$ cat src/rtl/systolic_output_collector.sv
// systolic_output_collector: de-skews the bottom-row partial sums of a
// weight-stationary systolic array into aligned rows, buffers them in a
// small row FIFO and serializes each row one element per cycle onto a
// valid/ready stream.
module systolic_output_collector #(
    parameter int unsigned WIDTH = 8,
    parameter int unsigned COLS  = 4,
    parameter int unsigned DEPTH = 2
) (
    input  logic                              CLK,
    input  logic                              ASYNC_RST,
    input  logic                              SYNC_RST,
    input  logic [COLS*(2*WIDTH+1)-1:0]       PSUM_IN,
    input  logic [COLS-1:0]                   PSUM_VALID_IN,
    output logic [2*WIDTH:0]                  OUT_DATA,
    output logic [$clog2(COLS)-1:0]           OUT_COL,
    output logic                              OUT_LAST,
    output logic                              OUT_VALID,
    input  logic                              OUT_READY,
    output logic                              FULL,
    output logic                              OVERFLOW,
    output logic                              SKEW_ERR
);

    localparam int unsigned ACC_W = 2 * WIDTH + 1;
    localparam int unsigned ROW_W = COLS * ACC_W;
    localparam int unsigned COL_W = $clog2(COLS);
    localparam int unsigned PTR_W = $clog2(DEPTH);
    localparam int unsigned CNT_W = $clog2(DEPTH + 1);

    typedef enum logic {
        S_IDLE = 1'b0,
        S_SEND = 1'b1
    } state_t;

    // Aligned row as seen after the de-skew stages
    logic [ROW_W-1:0]  al_row;
    logic [COLS-1:0]   al_valid;

    // Row FIFO state
    logic [ROW_W-1:0]  mem [DEPTH];
    logic [PTR_W-1:0]  wr_ptr;
    logic [PTR_W-1:0]  rd_ptr;
    logic [CNT_W-1:0]  count;
    logic [ROW_W-1:0]  head;
    logic              fifo_empty;

    // Serializer state
    state_t            state;
    logic [ROW_W-1:0]  row_q;
    logic              at_last;

    // Row-level handshake between de-skew, FIFO and serializer
    logic              all_v;
    logic              any_v;
    logic              pop_c;
    logic              wr_c;
    logic              drop_c;
    logic              skew_c;

    // Column c is delayed COLS-1-c cycles so that all columns of a row line up
    for (genvar c = 0; c < int'(COLS); c++) begin : g_col
        localparam int unsigned STAGES = COLS - 1 - c;

        if (STAGES == 0) begin : g_pass
            assign al_row[c*ACC_W +: ACC_W] = PSUM_IN[c*ACC_W +: ACC_W];
            assign al_valid[c]              = PSUM_VALID_IN[c];
        end else begin : g_dly
            logic [ACC_W-1:0]  d_q [STAGES];
            logic [STAGES-1:0] v_q;

            // Shift register carrying this column's data and valid
            always_ff @(posedge CLK or negedge ASYNC_RST) begin
                if (!ASYNC_RST) begin
                    for (int i = 0; i < int'(STAGES); i++) begin
                        d_q[i] <= '0;
                    end
                    v_q <= '0;
                end else if (SYNC_RST) begin
                    for (int i = 0; i < int'(STAGES); i++) begin
                        d_q[i] <= '0;
                    end
                    v_q <= '0;
                end else begin
                    d_q[0] <= PSUM_IN[c*ACC_W +: ACC_W];
                    v_q[0] <= PSUM_VALID_IN[c];
                    for (int i = 1; i < int'(STAGES); i++) begin
                        d_q[i] <= d_q[i-1];
                        v_q[i] <= v_q[i-1];
                    end
                end
            end

            assign al_row[c*ACC_W +: ACC_W] = d_q[STAGES-1];
            assign al_valid[c]              = v_q[STAGES-1];
        end
    end

    assign fifo_empty = (count == '0);
    assign FULL       = (count == CNT_W'(DEPTH));
    assign head       = mem[rd_ptr];
    assign at_last    = (OUT_COL == COL_W'(COLS - 1));

    // Row classification, FIFO push/pop decisions
    always_comb begin
        all_v  = &al_valid;
        any_v  = |al_valid;
        pop_c  = 1'b0;
        if (!fifo_empty) begin
            if (state == S_IDLE) begin
                pop_c = 1'b1;
            end else if (OUT_READY && at_last) begin
                pop_c = 1'b1;
            end
        end
        wr_c   = all_v && (!FULL || pop_c);
        drop_c = all_v && FULL && !pop_c;
        skew_c = any_v && !all_v;
    end

    // Row storage; contents need no reset since pointers define occupancy
    always_ff @(posedge CLK) begin
        if (wr_c) begin
            mem[wr_ptr] <= al_row;
        end
    end

    // FIFO pointers and occupancy count
    always_ff @(posedge CLK or negedge ASYNC_RST) begin
        if (!ASYNC_RST) begin
            wr_ptr <= '0;
            rd_ptr <= '0;
            count  <= '0;
        end else if (SYNC_RST) begin
            wr_ptr <= '0;
            rd_ptr <= '0;
            count  <= '0;
        end else begin
            if (wr_c) begin
                wr_ptr <= wr_ptr + PTR_W'(1);
            end
            if (pop_c) begin
                rd_ptr <= rd_ptr + PTR_W'(1);
            end
            case ({wr_c, pop_c})
                2'b10:   count <= count + CNT_W'(1);
                2'b01:   count <= count - CNT_W'(1);
                default: count <= count;
            endcase
        end
    end

    // Sticky error flags, cleared only by reset
    always_ff @(posedge CLK or negedge ASYNC_RST) begin
        if (!ASYNC_RST) begin
            OVERFLOW <= 1'b0;
            SKEW_ERR <= 1'b0;
        end else if (SYNC_RST) begin
            OVERFLOW <= 1'b0;
            SKEW_ERR <= 1'b0;
        end else begin
            if (drop_c) begin
                OVERFLOW <= 1'b1;
            end
            if (skew_c) begin
                SKEW_ERR <= 1'b1;
            end
        end
    end

    // Serializer: the row register shifts right so the next element is always at the bottom
    always_ff @(posedge CLK or negedge ASYNC_RST) begin
        if (!ASYNC_RST) begin
            state     <= S_IDLE;
            row_q     <= '0;
            OUT_DATA  <= '0;
            OUT_COL   <= '0;
            OUT_LAST  <= 1'b0;
            OUT_VALID <= 1'b0;
        end else if (SYNC_RST) begin
            state     <= S_IDLE;
            row_q     <= '0;
            OUT_DATA  <= '0;
            OUT_COL   <= '0;
            OUT_LAST  <= 1'b0;
            OUT_VALID <= 1'b0;
        end else begin
            case (state)
                S_IDLE: begin
                    if (!fifo_empty) begin
                        state     <= S_SEND;
                        row_q     <= head;
                        OUT_DATA  <= head[ACC_W-1:0];
                        OUT_COL   <= '0;
                        OUT_LAST  <= 1'b0;
                        OUT_VALID <= 1'b1;
                    end
                end
                S_SEND: begin
                    if (OUT_READY) begin
                        if (!at_last) begin
                            row_q    <= row_q >> ACC_W;
                            OUT_DATA <= row_q[ACC_W +: ACC_W];
                            OUT_COL  <= OUT_COL + COL_W'(1);
                            OUT_LAST <= (OUT_COL == COL_W'(COLS - 2));
                        end else if (!fifo_empty) begin
                            row_q    <= head;
                            OUT_DATA <= head[ACC_W-1:0];
                            OUT_COL  <= '0;
                            OUT_LAST <= 1'b0;
                        end else begin
                            state     <= S_IDLE;
                            OUT_DATA  <= '0;
                            OUT_COL   <= '0;
                            OUT_LAST  <= 1'b0;
                            OUT_VALID <= 1'b0;
                        end
                    end
                end
                default: begin
                    state <= S_IDLE;
                end
            endcase
        end
    end

endmodule
$ cat config.mk
export PLATFORM = sky130hd
export DESIGN_NAME = systolic_output_collector
export DESIGN_NICKNAME = d
export VERILOG_FILES = /design/src/rtl/systolic_output_collector.sv
export SDC_FILE = /design/constraint.sdc
export NUM_CORES = 1
export LEC_CHECK = 0
export CORE_AREA = 2 2 170 130
export CTS_CLUSTER_DIAMETER = 30
export DETAILED_ROUTE_END_ITERATION = 8
export DIE_AREA = 0 0 172 132
export DONT_BUFFER_PORTS = 1
export GPL_ROUTABILITY_DRIVEN = 1
export GPL_TIMING_DRIVEN = 0
export PLACE_DENSITY = 0.81
export SLEW_MARGIN = 20
export SYNTH_ARGS = -nofsm -noshare
export SYNTH_HDL_FRONTEND = slang
export SYNTH_SLANG_ARGS = --single-unit
$ cat constraint.sdc
create_clock -name CLK -period 10.3 [get_ports CLK]
set_input_delay 2.06 -clock CLK [delete_from_list [all_inputs] [get_ports CLK]]
set_output_delay 2.06 -clock CLK [all_outputs]
set_load 0.02 [all_outputs]
Yosys cells after proc, flatten, opt, wreduce, memory -nomap -nowiden. Memory sizes are Yosys's and may differ from the RTL's. Cells that the tools add are included.

Bits in writable memories: 136. Word-level logic and storage cells: 108. Output and inout port bits: 24. Bits of input ports: 76. Flip-flop bits (word level): 204. Memories kept: 1.

Memories: mem (words 2, bits a word 68, read ports 1, clocked after Yosys merged registers in 0, write ports 1, RTL line 41) `logic [ROW_W-1:0] mem [DEPTH];`.

Reductions and logical operators: 19. Mux-type cells: 53. Bitwise gates (word level): 1. Eq/ne operators: 9. Add/sub/neg operators: 5.

Operators by type and width (number): $mux 68 (4); $pmux 68 s2 (1); $mux 17 (6); $mux 51 (1); $mux 34 (1); $pmux 17 s2 (1); $mux 1 (27); $mux 2 (6); $ne 3x3->1 const B (3); $eq 2x2->1 const B (4); $pmux 2 s2 (2); $reduce_and 4->1 (2); $reduce_bool 2->1 (4); $pmux 1 s2 (3); $logic_and 1x1->1 (5); $add 2x1->2 const B (2); $reduce_or 4->1 (1); $logic_not 1->1 (3); $mux 3 (1); $ne 3x2->1 const B (1); $reduce_bool 3->1 (1); $add 1x1->1 const B (2); $eq 2x1->1 const B (1); $logic_not 2->1 (1); other kinds (4) (4).

Longest topological paths before layout. Gate-level depths: netlist of run 1.

Depth after elaboration: 10. Gate-level depth with buffers: 7. Gate-level depth less buffers: 5.

Least setup slack after synthesis of run 1. No wires, ideal clock.

Path kind: input to register. Start: input OUT_READY. End: memory mem[0][0] (netlist bit) (enable). Path buffers: 1. Path slack: 4.128 ns. Stages on the path: 4. Library setup time: 0.503 ns. Arrival: 5.669 ns. Required time: 9.797 ns. Path through: buf_4 > a21boi_0 > a21oi_1 > nor2b_1.

Cells in the longest elaborated chain, start to end: 8.

RTL lines: start: declaration (RTL line 19) `input logic OUT_READY,`; $logic_and 1x1->1 (RTL line 112) `end else if (OUT_READY && at_last) begin`; $mux 1 (RTL line 112); $mux 1 (RTL line 110) `if (state == S_IDLE) begin`; $mux 1 (RTL line 109) `if (!fifo_empty) begin`; $logic_or 1x1->1 (RTL line 116) `wr_c = all_v && (!FULL || pop_c);`; $logic_and 1x1->1 (RTL line 116); $mux 1 (RTL line 123) `if (wr_c) begin`; $mux 1 (not written as such) (RTL line 124) `mem[wr_ptr] <= al_row;`; end: declaration (RTL line 41).

Every way passes these cells.

Worst setup path after layout of run 1.
Start: register count[0]. End: output FULL.

Cells in the longest elaborated chain, start to end: 1.

RTL lines: start: declaration (RTL line 44) `logic [CNT_W-1:0] count;`; start signal: assignment (RTL line 146) `2'b10: count <= count + CNT_W'(1);`; start signal: assignment (RTL line 147) `2'b01: count <= count - CNT_W'(1);`; start signal: assignment (RTL line 148) `default: count <= count;`; $eq 2x2->1 (RTL line 100) `assign FULL = (count == CNT_W'(DEPTH));`; end: declaration (RTL line 20) `output logic FULL,`.

Every way passes these cells.

==> results of run 1 <==
## placed cells by master, fill, tap and decap left out, types with 19 or more instances in the layout
| master | count |
|---|---|
| sky130_fd_sc_hd__a211oi_1 | 52 |
| sky130_fd_sc_hd__a21oi_1 | 46 |
| sky130_fd_sc_hd__a31oi_1 | 48 |
| sky130_fd_sc_hd__clkbuf_1 | 54 |
| sky130_fd_sc_hd__clkbuf_16 | 46 |
| sky130_fd_sc_hd__dfrtp_1 | 187 |
| sky130_fd_sc_hd__edfxtp_1 | 136 |
| sky130_fd_sc_hd__mux2_2 | 19 |
| sky130_fd_sc_hd__nand2_1 | 22 |
| sky130_fd_sc_hd__nor2_1 | 39 |
| sky130_fd_sc_hd__nor2b_1 | 181 |
| sky130_fd_sc_hd__o32ai_1 | 34 |
## power breakdown
group	total [mW]	leakage (nW)	internal (mW)	switching [mW]
Sequential	1.39	3.68	1.37	0.0218
Clock	1.53	0.727	0.928	0.600
Combinational	0.0539	0.990	0.0210	0.0329
Total	2.97	5.40	2.32	0.655
## cell usage after synthesis (all sizes together), types with 18 or more instances
library cell  number
dfrtp            187
nor2b            182
edfxtp           136
a211oi            53
clkbuf            53
a31oi             48
a21oi             46
nor2              39
o32ai             34
nand2             22
buf               21
mux2              19
mux2i             18
o211ai            18
## final cells by class
cell class                      count  area share [%]
Multi-Input combinational cell    507            23.2
Clock inverter                     33            2.35
Buffer                             74            2.42
Clock buffer                       49            8.18
Sequential cell                   323            60.6
Inverter                            4           0.104
Tap cell                          288            2.49
Timing Repair Buffer                4           0.658
## metal layers
metal | up-vias | GRT usage (%) | share of wire (%)
met5 | - | 0 | 0
met4 | 0 | 7.52 | 2.7
met3 | 66 | 7.75 | 9.7
met2 | 357 | 37.5 | 46
met1 | 3867 | 35.4 | 42
li1 | 3419 | - | -
## stage by stage
step / setup WS (ps) / cell area (um^2) / power, mW
final: 6620 / 14500 / 2.97
after global routing: 6550 / 14500 / 3.06
after CTS: 6580 / 14500 / 2.98
after detailed placement: 6110 / 12900 / 1.47
after global placement: 2210 / 12800 / 1.46
after floorplan: 4130 / 12500 / 1.45
## cells by family (layout without fill, tap and decap cells)
group / count (synthesis) / in the layout / synth area share (%)
DFF: 323 / 323 / 70.3
and+or+nand+nor: 260 / 260 / 11.9
AOI/OAI and AO/OA: 207 / 207 / 11.4
buffers and inverters: 78 / 164 / 2.93
muxes: 37 / 37 / 3.16
adders and majority gates: 2 / 2 / 0.201
xor gates and xnor gates: 1 / 1 / 0.0703
## final timing paths
kind,slack (ps),end,from
worst max-delay path,6620,FULL,count[0]$_DFFE_PN0P_
worst min-delay path,440,mem[1][1]$_DFFE_PP_,al_row[1]$_DFF_PN0_
worst max register to register,7350,mem[1][47]$_DFFE_PP_,OUT_COL[0]$_DFFE_PN0P_
worst min register to register,440,mem[1][1]$_DFFE_PP_,al_row[1]$_DFF_PN0_
max in group asynchronous,8660,al_row[17]$_DFF_PN0_,ASYNC_RST
min in group asynchronous,1240,g_col[0].g_dly.d_q[49]$_DFF_PN0_,ASYNC_RST
## critical path: cells and delay by family (launching register included)
family	cells	cell delay, ps
buf+inv	1	170
simple gates	1	570
flops	1	350
## flip-flops by register name (all words and copies together) (netlist names)
register,flops
mem,136
g_col.g_dly.d_q,68
row_q,51
al_row,34
OUT_DATA,17
g_col.g_dly.v_q,6
OUT_COL,2
count,2
OUT_LAST,1
OUT_VALID,1
OVERFLOW,1
SKEW_ERR,1
rd_ptr,1
state,1
wr_ptr,1
==> results.ini, run 1 <==
[logic_synthesis]
netlist_area_um2 = 12500
synth_largest_type_area_fraction_pct = 37.5
ys_async_sr_fraction_pct = 57.9
netlist-cell-type-count = 37
synth_register_bits = 323
post_synth_inst_count = 908
synthesis.area_per_instance_um2 = 13.7
ys_top_cells_by_area = sky130_fd_sc_hd__dfrtp_1 (38%), sky130_fd_sc_hd__edfxtp_1 (33%), sky130_fd_sc_hd__nor2b_1 (9.1%)
synth.net_count = 986
synth_largest_area_cell = sky130_fd_sc_hd__dfrtp_1
ys_seq_area_share_pct = 70.3
ys.warnings.count = 0
ys_dominant_reg_cell = sky130_fd_sc_hd__dfrtp_1
synth_enable_flop_cells = 136

[die]
core_area_um2 = 21000
io_pins = 100
die-width_um = 172
die-height_um = 132
die_ar_um2 = 22700
fp-row-count = 46
initial_cell_density_of_the_core_pct = 59.5

[global_routing]
globalRoute.totalOverflow = 0
antenna_found_initial = 0
grt_pass1_vias = 7826
grt_first_pass_wirelength_mm = 43.0
grt_use_total_pct = 24.9
maximum_number_of_pins_on_one_net_before_global_route_repair = 188

[cells_and_area]
multi_input_comb_area_um2 = 3350
finalNetCount = 1036
final-instance-count-excl-fill = 1282
antenna_cells = 0
drive_above_1_share_pct = 13.2
utilization_pct = 69.0
regArea_um2 = 8760
area_growth_syn_to_layout_pct = 15.9
n_fill_cell = 1433

[routing]
drt-vias-per-instance = 6.01
first_iter_violations = 933
drt-pass1-iter-count = 5
finalWirelength_mm = 27.3
detail-route-antenna-nets = 0
drc = 0
detailroute.via_count = 7709
wl_per_cell_um = 21.3

[critical_path]
crit_slowest_cell = sky130_fd_sc_hd__nor2b_1
critical_path.endpoint_type = primary output
criticalPathCategory = reg -> out
critical_path.max_stage_delay_ps = 570
crit_path_max_fanout = 10
timing.critical_path.arrival_ps = 1620
worstRegToRegCells = 5
critical_path.startpoint_type = flip-flop
worst-endpoint-required_ps = 8240
path_cells = buf_2 -> nor2b_1

[sta]
fin_setup_tns_ps = 0
final-setup-viol-count = 0
worst_slew_margin_rel_pct = 33.8
drv_slew = 0
tightestPinTransition_ps = 993
rsz_0062_raised_after_global_routing = no
hold_ws_ps = 439
timing.final.hold_violations = 0
fmaxAchievable_mhz = 272
timing.final.crit_period_ps = 3680
fin_crit_sh_pct = 35.7
skew_final_ps = 13.1

[clocking]
tritoncts.num_buffers = 44
clk_latency_ps = 530
numClockSinks = 323
ctsRootBufferMaster = sky130_fd_sc_hd__clkbuf_16
cts_setup_buffers = 0
cts_hold_buffers = 0
clk_pin_slew_worst_paths_ps = 60
cts_tree = built
cts.htree.levels = 2
resized_after_cts = 0
clock_path_buffers = 3

[run_status]
run_status = finished clean

[power]
total_leakage_power_nw = 5.40
irDropWorstVdd_mv = 0.155
power.density_cell_area_nw_per_um2 = 206

[placed_design]
buffer_ports.inserted = 0
globalplace.congestion = 0.872
dp_cells = 1200
place.detailed.hpwl_mm = 17.8

[flow_run]
max_cap_viol = 0

[min_path]
hold_path.class = reg -> reg
timing.hold.worst_path_depth = 0

No activity file was read; power rests on OpenSTA's default activity.
==> inputs of run 2 (changes only) <==
--- a/config.mk
+++ b/config.mk
@@ -5,14 +5,14 @@
 export SDC_FILE = /design/constraint.sdc
 export NUM_CORES = 1
 export LEC_CHECK = 0
-export CORE_AREA = 2 2 170 130
+export CORE_AREA = 2 2 174 134
 export CTS_CLUSTER_DIAMETER = 30
 export DETAILED_ROUTE_END_ITERATION = 8
-export DIE_AREA = 0 0 172 132
+export DIE_AREA = 0 0 176 136
 export DONT_BUFFER_PORTS = 1
 export GPL_ROUTABILITY_DRIVEN = 1
 export GPL_TIMING_DRIVEN = 0
-export PLACE_DENSITY = 0.81
+export PLACE_DENSITY = 0.8
 export SLEW_MARGIN = 20
 export SYNTH_ARGS = -nofsm -noshare
 export SYNTH_HDL_FRONTEND = slang
==> constraint.sdc (replaced) <==
create_clock -name CLK -period 3.1 [get_ports CLK]
set_input_delay 0.62 -clock CLK [delete_from_list [all_inputs] [get_ports CLK]]
set_output_delay 0.62 -clock CLK [all_outputs]
set_load 0.02 [all_outputs]
==> run 2 against run 1 <==
Compared with the run above:
- the flow now finishes with violations (hold timing)
- sequential cell count did not move
- cell count rose by 1.5%
- count of clock-buffer cells in the layout grew 4
- first-iteration DRC count is 23% lower
==> results.ini, run 2 (synthesis results as in run 1) <==
[run_status]
run_status = complete, but fails checks
violations = hold timing

[sta]
timing.final.crit_period_ps = 2850
fmaxAchievable_mhz = 350
final-setup-viol-count = 0  ; unchanged
drv_slew = 0  ; unchanged
skew_final_ps = 14.2  ; +1.15 ps
worst_slew_margin_rel_pct = 29.2  ; -4.6 points
hold_ws_ps = -220  ; -659 ps
tightestPinTransition_ps = 1060  ; +69.2 ps
rsz_0062_raised_after_global_routing = no
final_critical_path_setup_slack_ps = 246  ; -6370 ps
fin_crit_sh_pct = 92.1
timing.final.hold_violations = 187  ; +187

[die]
initial_cell_density_of_the_core_pct = 55.6  ; -3.9 points
io_pins = 100  ; unchanged
core_area_um2 = 22400  ; +6.9%
fp-row-count = 48  ; +4.3%
die-height_um = 136  ; +3.0%
die_ar_um2 = 23900  ; +5.4%
die-width_um = 176  ; +2.3%

[placed_design]
place.detailed.hpwl_mm = 17.8  ; +0.29%
dpl_worst_slack_ps = 213  ; -5900 ps
globalplace.congestion = 0.872  ; about the same
buffer_ports.inserted = 0  ; unchanged
dp_cells = 1211  ; +0.92%

[cells_and_area]
top_reg_by_flops = mem
largest_register_ff_count = 136  ; unchanged
commonest_cells_after_routing_fill_and_taps_aside = sky130_fd_sc_hd__dfrtp_1 (187), sky130_fd_sc_hd__nor2b_1 (181), sky130_fd_sc_hd__edfxtp_1 (136)
n_fill_cell = 1557  ; +8.7%
drive_above_1_share_pct = 13.3  ; +0.11 points
most_common_library_cell_in_the_layout_ignoring_fill_and_taps = sky130_fd_sc_hd__dfrtp_1
area_growth_syn_to_layout_pct = 16.3
utilization_pct = 64.7  ; -4.3 points
top_regs = mem (136), g_col.g_dly.d_q (68), row_q (51)
finalNetCount = 1044  ; +0.77%
final-instance-count-excl-fill = 1301  ; +1.5%
antenna_cells = 0  ; unchanged

[critical_path]
criticalPathCategory = reg -> reg
rrSetupSlack_ps = 250  ; -7100 ps
crit_path_max_fanout = 35  ; +25
critical_path.startpoint_type = flip-flop
worst-endpoint-required_ps = 3320  ; -4920 ps
critical_path.reg2reg.startpoint = OUT_COL[1]$_DFFE_PN0P_
timing.rr.end = mem[1][54]$_DFFE_PP_
worstRegToRegCells = 5  ; unchanged
critical_path.endpoint_type = flip-flop
timing.critical_path.arrival_ps = 3080  ; +1460 ps

[clocking]
clk_pin_slew_worst_paths_ps = 60  ; about the same
clk_latency_ps = 540  ; about the same
tritoncts.num_buffers = 43  ; -2.3%
clock_path_buffers = 3  ; unchanged
ctsRootBufferMaster = sky130_fd_sc_hd__clkbuf_16
numClockSinks = 323  ; unchanged
cts_tree = built
resized_after_cts = 0  ; unchanged
cts.htree.levels = 2  ; unchanged

[global_routing]
antenna_found_initial = 1  ; +1
maximum_number_of_pins_on_one_net_before_global_route_repair = 188  ; unchanged
grt_use_total_pct = 23.5  ; -1.4 points
globalRoute.totalOverflow = 0  ; unchanged
grt_first_pass_wirelength_mm = 42.5  ; -1.1%
grt_pass1_vias = 7675  ; -1.9%

[power]
power.density_cell_area_nw_per_um2 = 678  ; +230%
total_leakage_power_nw = 5.42  ; +0.47%
irDropWorstVdd_mv = 0.513  ; +230%

[routing]
wl_per_cell_um = 21.1  ; -0.86%
drt-vias-per-instance = 5.93  ; -1.3%
drc = 0  ; unchanged
detail-route-antenna-nets = 0  ; unchanged
finalWirelength_mm = 27.5  ; +0.61%
detailroute.via_count = 7721  ; +0.16%
first_iter_violations = 721  ; -23%
drt-pass1-iter-count = 5  ; unchanged

[flow_run]
max_cap_viol = 0  ; unchanged

[min_path]
hold_path.class = in -> async

run 2: cell count changes in the layout (fill, tap and decap cells not counted), moves of 2 or more:
cell	change
sky130_fd_sc_hd__buf_4	+9
sky130_fd_sc_hd__clkbuf_1	+5
sky130_fd_sc_hd__clkinv_4	+3
sky130_fd_sc_hd__buf_16	-2
sky130_fd_sc_hd__inv_6	-8
sky130_fd_sc_hd__buf_12	+2
run 2: report_power, final:
part / switching (mW) / internal [mW]
registers: 0.0718 / 4.54
logic: 0.109 / 0.0698
clock network: 1.93 / 3.10
run 2: worst max path at each step:
stage,start,endpoint,cells past startpoint
5_1_grt,OUT_COL[1]$_DFFE_PN0P_,mem[1][54]$_DFFE_PP_,5
4_1_cts,OUT_COL[0]$_DFFE_PN0P_,mem[0][42]$_DFFE_PP_,5
2_1_floorplan,OUT_COL[0]$_DFFE_PN0P_,mem[0][0]$_DFFE_PP_,4
3_5_place_dp,OUT_COL[1]$_DFFE_PN0P_,mem[0][66]$_DFFE_PP_,5
3_3_place_gp,OUT_COL[1]$_DFFE_PN0P_,mem[0][66]$_DFFE_PP_,4
6_report,OUT_COL[1]$_DFFE_PN0P_,mem[1][54]$_DFFE_PP_,5
run 2: repair_timing:
item / CTS / global route
endpoints found under the setup margin: 0 / 52
setup buffers: 0 / 10
hold endpoints to repair: 187 / 187
run 2: final cells by class:
type,instances,area (um^2),share of cell area [%]
plain buffers,74,350,2.42
clock buffers,53,1180,8.11
clock inverters,27,322,2.22
inverters,4,15.0,0.104
multi-input cells,507,3350,23.1
flip-flops and latches,323,8760,60.5
well taps,300,375,2.59
repair buffers,13,148,1.02
run 2: critical path: stages, from the launching register on:
cell,delay [ps]
sky130_fd_sc_hd__dfrtp_1,570
sky130_fd_sc_hd__ha_1,400
sky130_fd_sc_hd__a21boi_0,360
sky130_fd_sc_hd__a21oi_1,360
sky130_fd_sc_hd__and2_4,530
sky130_fd_sc_hd__buf_12,280
run 2: routing by layer:
| metal | wire, um | global-route usage (%) | up-vias |
|---|---|---|---|
| met2 | 12700 | 36.3 | 339 |
| met5 | 11 | 0 | - |
| li1 | - | - | 3425 |
| met3 | 2310 | 7.02 | 78 |
| met1 | 11700 | 32.2 | 3877 |
| met4 | 810 | 7.99 | 2 |
run 2: through the flow:
| step | power [mW] | cell area [um^2] | TNS (ps) |
|---|---|---|---|
| final | 9.83 | 14500 | 0 |
| after global routing | 10.1 | 14500 | 0 |
| after CTS | 9.88 | 14400 | 0 |
| after detailed placement | 4.87 | 12900 | 0 |
| after global placement | 4.86 | 12800 | -58350 |
| after floorplan | 4.81 | 12500 | 0 |
==> inputs of run 3 (changes only) <==
--- a/config.mk
+++ b/config.mk
@@ -17,3 +17,4 @@
 export SYNTH_ARGS = -nofsm -noshare
 export SYNTH_HDL_FRONTEND = slang
 export SYNTH_SLANG_ARGS = --single-unit
+export TNS_END_PERCENT = 30
==> run 3 against run 2 <==
Compared with the run above:
- clock power rose by 2%
- maximum frequency shrank 6.8%
- wire length grew 1.1%
- first-iteration DRC count up 7.9%
- sequential cell count stayed put
- the run still ends with hold timing left
- largest power group unchanged
- critical path depth unchanged
- highest routed layer is now met4
==> results.ini, run 3 (synthesis results as in run 1) <==
[global_routing]
grt_first_pass_wirelength_mm = 43.0  ; +1.0%
antenna_found_initial = 1  ; unchanged
maximum_number_of_pins_on_one_net_before_global_route_repair = 188  ; unchanged
globalRoute.totalOverflow = 0  ; unchanged
grt_use_total_pct = 23.8  ; +0.34 points
grt_pass1_vias = 7806  ; +1.7%

[sta]
hold_ws_ps = -206  ; +14.9 ps
worst_slew_margin_rel_pct = 20.1  ; -9.2 points
skew_final_ps = 13.0  ; -1.27 ps
drv_slew = 0  ; unchanged
timing.final.hold_violations = 187  ; unchanged
timing.final.crit_period_ps = 3060  ; +209 ps
fmaxAchievable_mhz = 326  ; -6.8%
tightestPinTransition_ps = 1190  ; +127 ps
fin_crit_sh_pct = 98.8  ; +6.8 points
final-setup-viol-count = 0  ; unchanged

[placed_design]
place.detailed.hpwl_mm = 17.9  ; +0.53%
dp_cells = 1211  ; unchanged
globalplace.congestion = 0.872  ; unchanged
buffer_ports.inserted = 0  ; unchanged

[cells_and_area]
area_growth_syn_to_layout_pct = 16.3  ; unchanged
top_reg_by_flops = mem
top_regs = mem (136), g_col.g_dly.d_q (68), row_q (51)
multi_input_comb_area_um2 = 3350  ; unchanged
final-instance-count-excl-fill = 1298  ; -0.23%
largest_register_ff_count = 136  ; unchanged
regArea_um2 = 8760  ; unchanged
drive_above_1_share_pct = 13.3  ; +0.053 points
most_common_library_cell_in_the_layout_ignoring_fill_and_taps = sky130_fd_sc_hd__dfrtp_1
utilization_pct = 64.7  ; unchanged
finalNetCount = 1041  ; -0.29%
n_fill_cell = 1551  ; -0.39%
commonest_cells_after_routing_fill_and_taps_aside = sky130_fd_sc_hd__dfrtp_1 (187), sky130_fd_sc_hd__nor2b_1 (181), sky130_fd_sc_hd__edfxtp_1 (136)

[clocking]
cts.htree.levels = 2  ; unchanged
clk_pin_slew_worst_paths_ps = 60  ; about the same
tritoncts.num_buffers = 42  ; -2.3%
numClockSinks = 323  ; unchanged
clk_latency_ps = 530  ; about the same
ctsRootBufferMaster = sky130_fd_sc_hd__clkbuf_16
cts_tree = built
clock_path_buffers = 3  ; unchanged

[critical_path]
rrSetupSlack_ps = 40  ; -210 ps
worstSetupStartpoint = OUT_COL[0]$_DFFE_PN0P_
critical_path.endpoint_type = flip-flop
worstRegToRegCells = 5  ; unchanged
cp-endpoint = mem[1][61]$_DFFE_PP_
criticalPathCategory = reg -> reg
worst-endpoint-required_ps = 3370  ; +50 ps
timing.critical_path.arrival_ps = 3330  ; +250 ps
critical_path.startpoint_type = flip-flop
critical_path.reg2reg.startpoint = OUT_COL[0]$_DFFE_PN0P_
timing.rr.end = mem[1][61]$_DFFE_PP_
crit_path_max_fanout = 36  ; +2.9%

[routing]
detailroute.via_count = 7762  ; +0.53%
drc = 0  ; unchanged
first_iter_violations = 778  ; +7.9%
finalWirelength_mm = 27.8  ; +1.1%
drt-vias-per-instance = 5.98  ; +0.76%
wl_per_cell_um = 21.4  ; +1.4%
detail-route-antenna-nets = 0  ; unchanged
drt-pass1-iter-count = 5  ; unchanged

[power]
power.density_cell_area_nw_per_um2 = 683  ; +0.79%
power.total_mw = 9.90  ; +0.79%
irDropWorstVdd_mv = 0.515  ; +0.49%
total_leakage_power_nw = 5.44  ; +0.27%

[run_status]
violations = hold timing
run_status = complete, but fails checks

[die]
die_ar_um2 = 23900  ; unchanged
initial_cell_density_of_the_core_pct = 55.6  ; unchanged
core_area_um2 = 22400  ; unchanged
fp-row-count = 48  ; unchanged
die-height_um = 136  ; unchanged
die-width_um = 176  ; unchanged
io_pins = 100  ; unchanged

[min_path]
hold_path.class = in -> async

[flow_run]
max_cap_viol = 0  ; unchanged

[run 3: changes by cell type in the layout (fill, tap and decap cells not counted), moves of 2 or more]
cell                         previous run  this run
sky130_fd_sc_hd__buf_4                 14        12
sky130_fd_sc_hd__bufinv_16              4         7
sky130_fd_sc_hd__clkbuf_1              59        54
sky130_fd_sc_hd__clkbuf_16             45        42
sky130_fd_sc_hd__clkinv_2               2         4
sky130_fd_sc_hd__clkinvlp_4             7         3
sky130_fd_sc_hd__inv_8                  2         4
[run 3: power by group]
part	leakage, nW	switching [mW]	total, mW	internal, mW
logic	1.02	0.111	0.181	0.0699
clock network	0.734	1.92	5.11	3.19
registers	3.68	0.0699	4.61	4.54
total	5.44	2.11	9.90	7.80
[run 3: how the worst min path moves through the flow]
stage	from	endpoint	slack [ps]
final	ASYNC_RST	g_col[2].g_dly.d_q[15]$_DFF_PN0_	-210
after global routing	ASYNC_RST	g_col[2].g_dly.d_q[15]$_DFF_PN0_	-230
after CTS	ASYNC_RST	g_col[2].g_dly.d_q[14]$_DFF_PN0_	-240
after detailed placement	ASYNC_RST	g_col[0].g_dly.d_q[49]$_DFF_PN0_	340
after global placement	ASYNC_RST	g_col[0].g_dly.d_q[49]$_DFF_PN0_	340
after floorplan	ASYNC_RST	OUT_COL[0]$_DFFE_PN0P_	320
[run 3: through the flow]
stage / cell area (um^2) / worst slack (ps) / TNS [ps]
6_report: 14500 / 36.9 / 0
3_3_place_gp: 12800 / -1490 / -142210
5_1_grt: 14500 / -2.32 / -12.7
4_1_cts: 14400 / 175 / 0
2_1_floorplan: 12500 / -231 / -15700
3_5_place_dp: 12900 / 183 / 0
[run 3: critical path: stages, from the launching register on]
cell and delay [ps]:
sky130_fd_sc_hd__dfrtp_1 520, sky130_fd_sc_hd__ha_1 380, sky130_fd_sc_hd__a21boi_0 950, sky130_fd_sc_hd__a21oi_1 280
sky130_fd_sc_hd__and2_4 380, sky130_fd_sc_hd__buf_12 240
[run 3: routing by layer]
| metal | global-route usage (%) | up-vias | wire (um) |
|---|---|---|---|
| li1 | - | 3430 | - |
| met1 | 32.4 | 3887 | 11500 |
| met2 | 36.8 | 390 | 13100 |
| met3 | 6.99 | 55 | 2590 |
| met4 | 9.14 | 0 | 691 |
| met5 | 0 | - | 0 |
[run 3: cell type report]
class / count / share of cell area (%)
diodes: 1 / 0.0173
plain buffers: 74 / 2.43
clock buffers: 46 / 7.49
clock inverters: 32 / 2.92
inverters: 4 / 0.104
multi-input cells: 507 / 23.1
flip-flops and latches: 323 / 60.5
well taps: 300 / 2.59
repair buffers: 11 / 0.915
[run 3: repair_timing]
item / CTS / global route
setup endpoints to repair: 0 / 51
endpoints found under the hold margin: 187 / 187
gates resized for setup: 0 / 0
setup buffers: 0 / 8
==> variant, RTL diff (flow settings as in run 2) <==
Set the parameter `WIDTH` to 6 (it was 8).
--- a/src/rtl/systolic_output_collector.sv
+++ b/src/rtl/systolic_output_collector.sv
@@ -3,7 +3,7 @@
 // small row FIFO and serializes each row one element per cycle onto a
 // valid/ready stream.
 module systolic_output_collector #(
-    parameter int unsigned WIDTH = 8,
+    parameter int unsigned WIDTH = 6,
     parameter int unsigned COLS  = 4,
     parameter int unsigned DEPTH = 2
 ) (
Ports: changed (resized OUT_DATA and PSUM_IN); port bits go from 100 to 80. No check against the original RTL was run, so the function may have changed too.
==> variant against run 2 <==
The run still ends with hold timing left; non-clock buffer count down 29; routed wire length down 26%; global-route usage down 5.8 points; combinational power down 21%; synthesized cell count down 21%; sequential power down 22%; area after synthesis down 21%; power down 22%; first-iteration DRC count down 31%; cell area down 21%; sequential cell count down 72; core utilization down 13 points; setup slack better by 0.16 ns; largest cell class unchanged.
==> variant: results (changes against run 2) <==
| Metric | Value |
|---|---|
| GRT Total Usage | `0.1768 (-0.05813)` |
| Layout fillers | `1,826 (+17%)` |
| Cell Int Power | `6.062 mW (-21%)` |
| HPWL Detailed | `13,460 um (-24%)` |
| FF-to-FF End | `mem[0][47]` |
| Largest net degree at the start of global routing | `148 (-21%)` |
| Met1 Track Usage GR | `0.2490 (-0.07327)` |
| Number of non-clock buffers | `58 (-33%)` |
| Fraction of area in multi-input gates | `0.2440 (+0.01312)` |
| GR Util met2 | `0.2717 (-0.09164)` |
| Failing checks | `hold timing` |
| Placed cell count | `1,015 (-16%)` |
| Power per Cell Area | `666.9 nW/um^2 (-1.6%)` |
| Critical path peak fanout | `27 (-23%)` |
| Clock buffer count | `45 (-15%)` |
| Metal3 WL | `1515 um (-34%)` |
| Flop+latch power | `3.58 mW (-22%)` |
| Synth cell types | `42 (+14%)` |
| Layout Nets | `816 (-22%)` |
| Final Hold Slack | `-0.1835 ns (+0.03689 ns)` |
| Leak pwr | `4.455 nW (-18%)` |
| Worst skew pair latency | `0.51 ns (-0.03 ns)` |
| Placed inst area | `10,290 sq um (-20%)` |
| Number of synthesized register bits | `251 (-22%)` |
| Commonest cells post-synth | `dfrtp_1 (147), nor2b_1 (143), edfxtp_1 (104)` |
| Final hold viol count | `147 (-21%)` |
| Sw frac | `0.2080 (-0.007244)` |
| Vias | `5,716 (-26%)` |
| Outcome | `complete, but fails checks` |
| Final WL | `20,450 um (-26%)` |
| Critical Path AT | `2.89 ns (-0.19 ns)` |
[variant: cell count changes in the layout (fill, tap and decap cells not counted), sizes merged, moves of 8 or more]
cell	run 2	this run
edfxtp	136	104
a31oi	48	14
o211ai	18	1
nor2b	182	143
a211oi	53	41
inv	13	5
dfrtp	187	147
mux2	19	2
mux2i	18	48
clkbuf	106	76
a211o	0	13
nor2	39	31
o32ai	34	26
[variant: how the worst max path moves through the flow]
stage | from | to | slack (ns)
after floorplan | OUT_COL[1] | mem[0][0] | 0.10
after global placement | OUT_COL[1] | mem[0][40] | -0.86
after detailed placement | OUT_COL[1] | mem[0][40] | 0.44
after CTS | OUT_COL[1] | mem[0][47] | 0.41
after global routing | OUT_COL[1] | mem[0][47] | 0.18
final | OUT_COL[1] | mem[0][47] | 0.41
[variant: critical path, cell delays in order, from the launching register on]
cell and delay (ns):
dfrtp_1 0.53, ha_1 0.49, a21boi_2 0.21, a21oi_1 0.29, nor2b_4 0.43, buf_16 0.21, buf_12 0.20
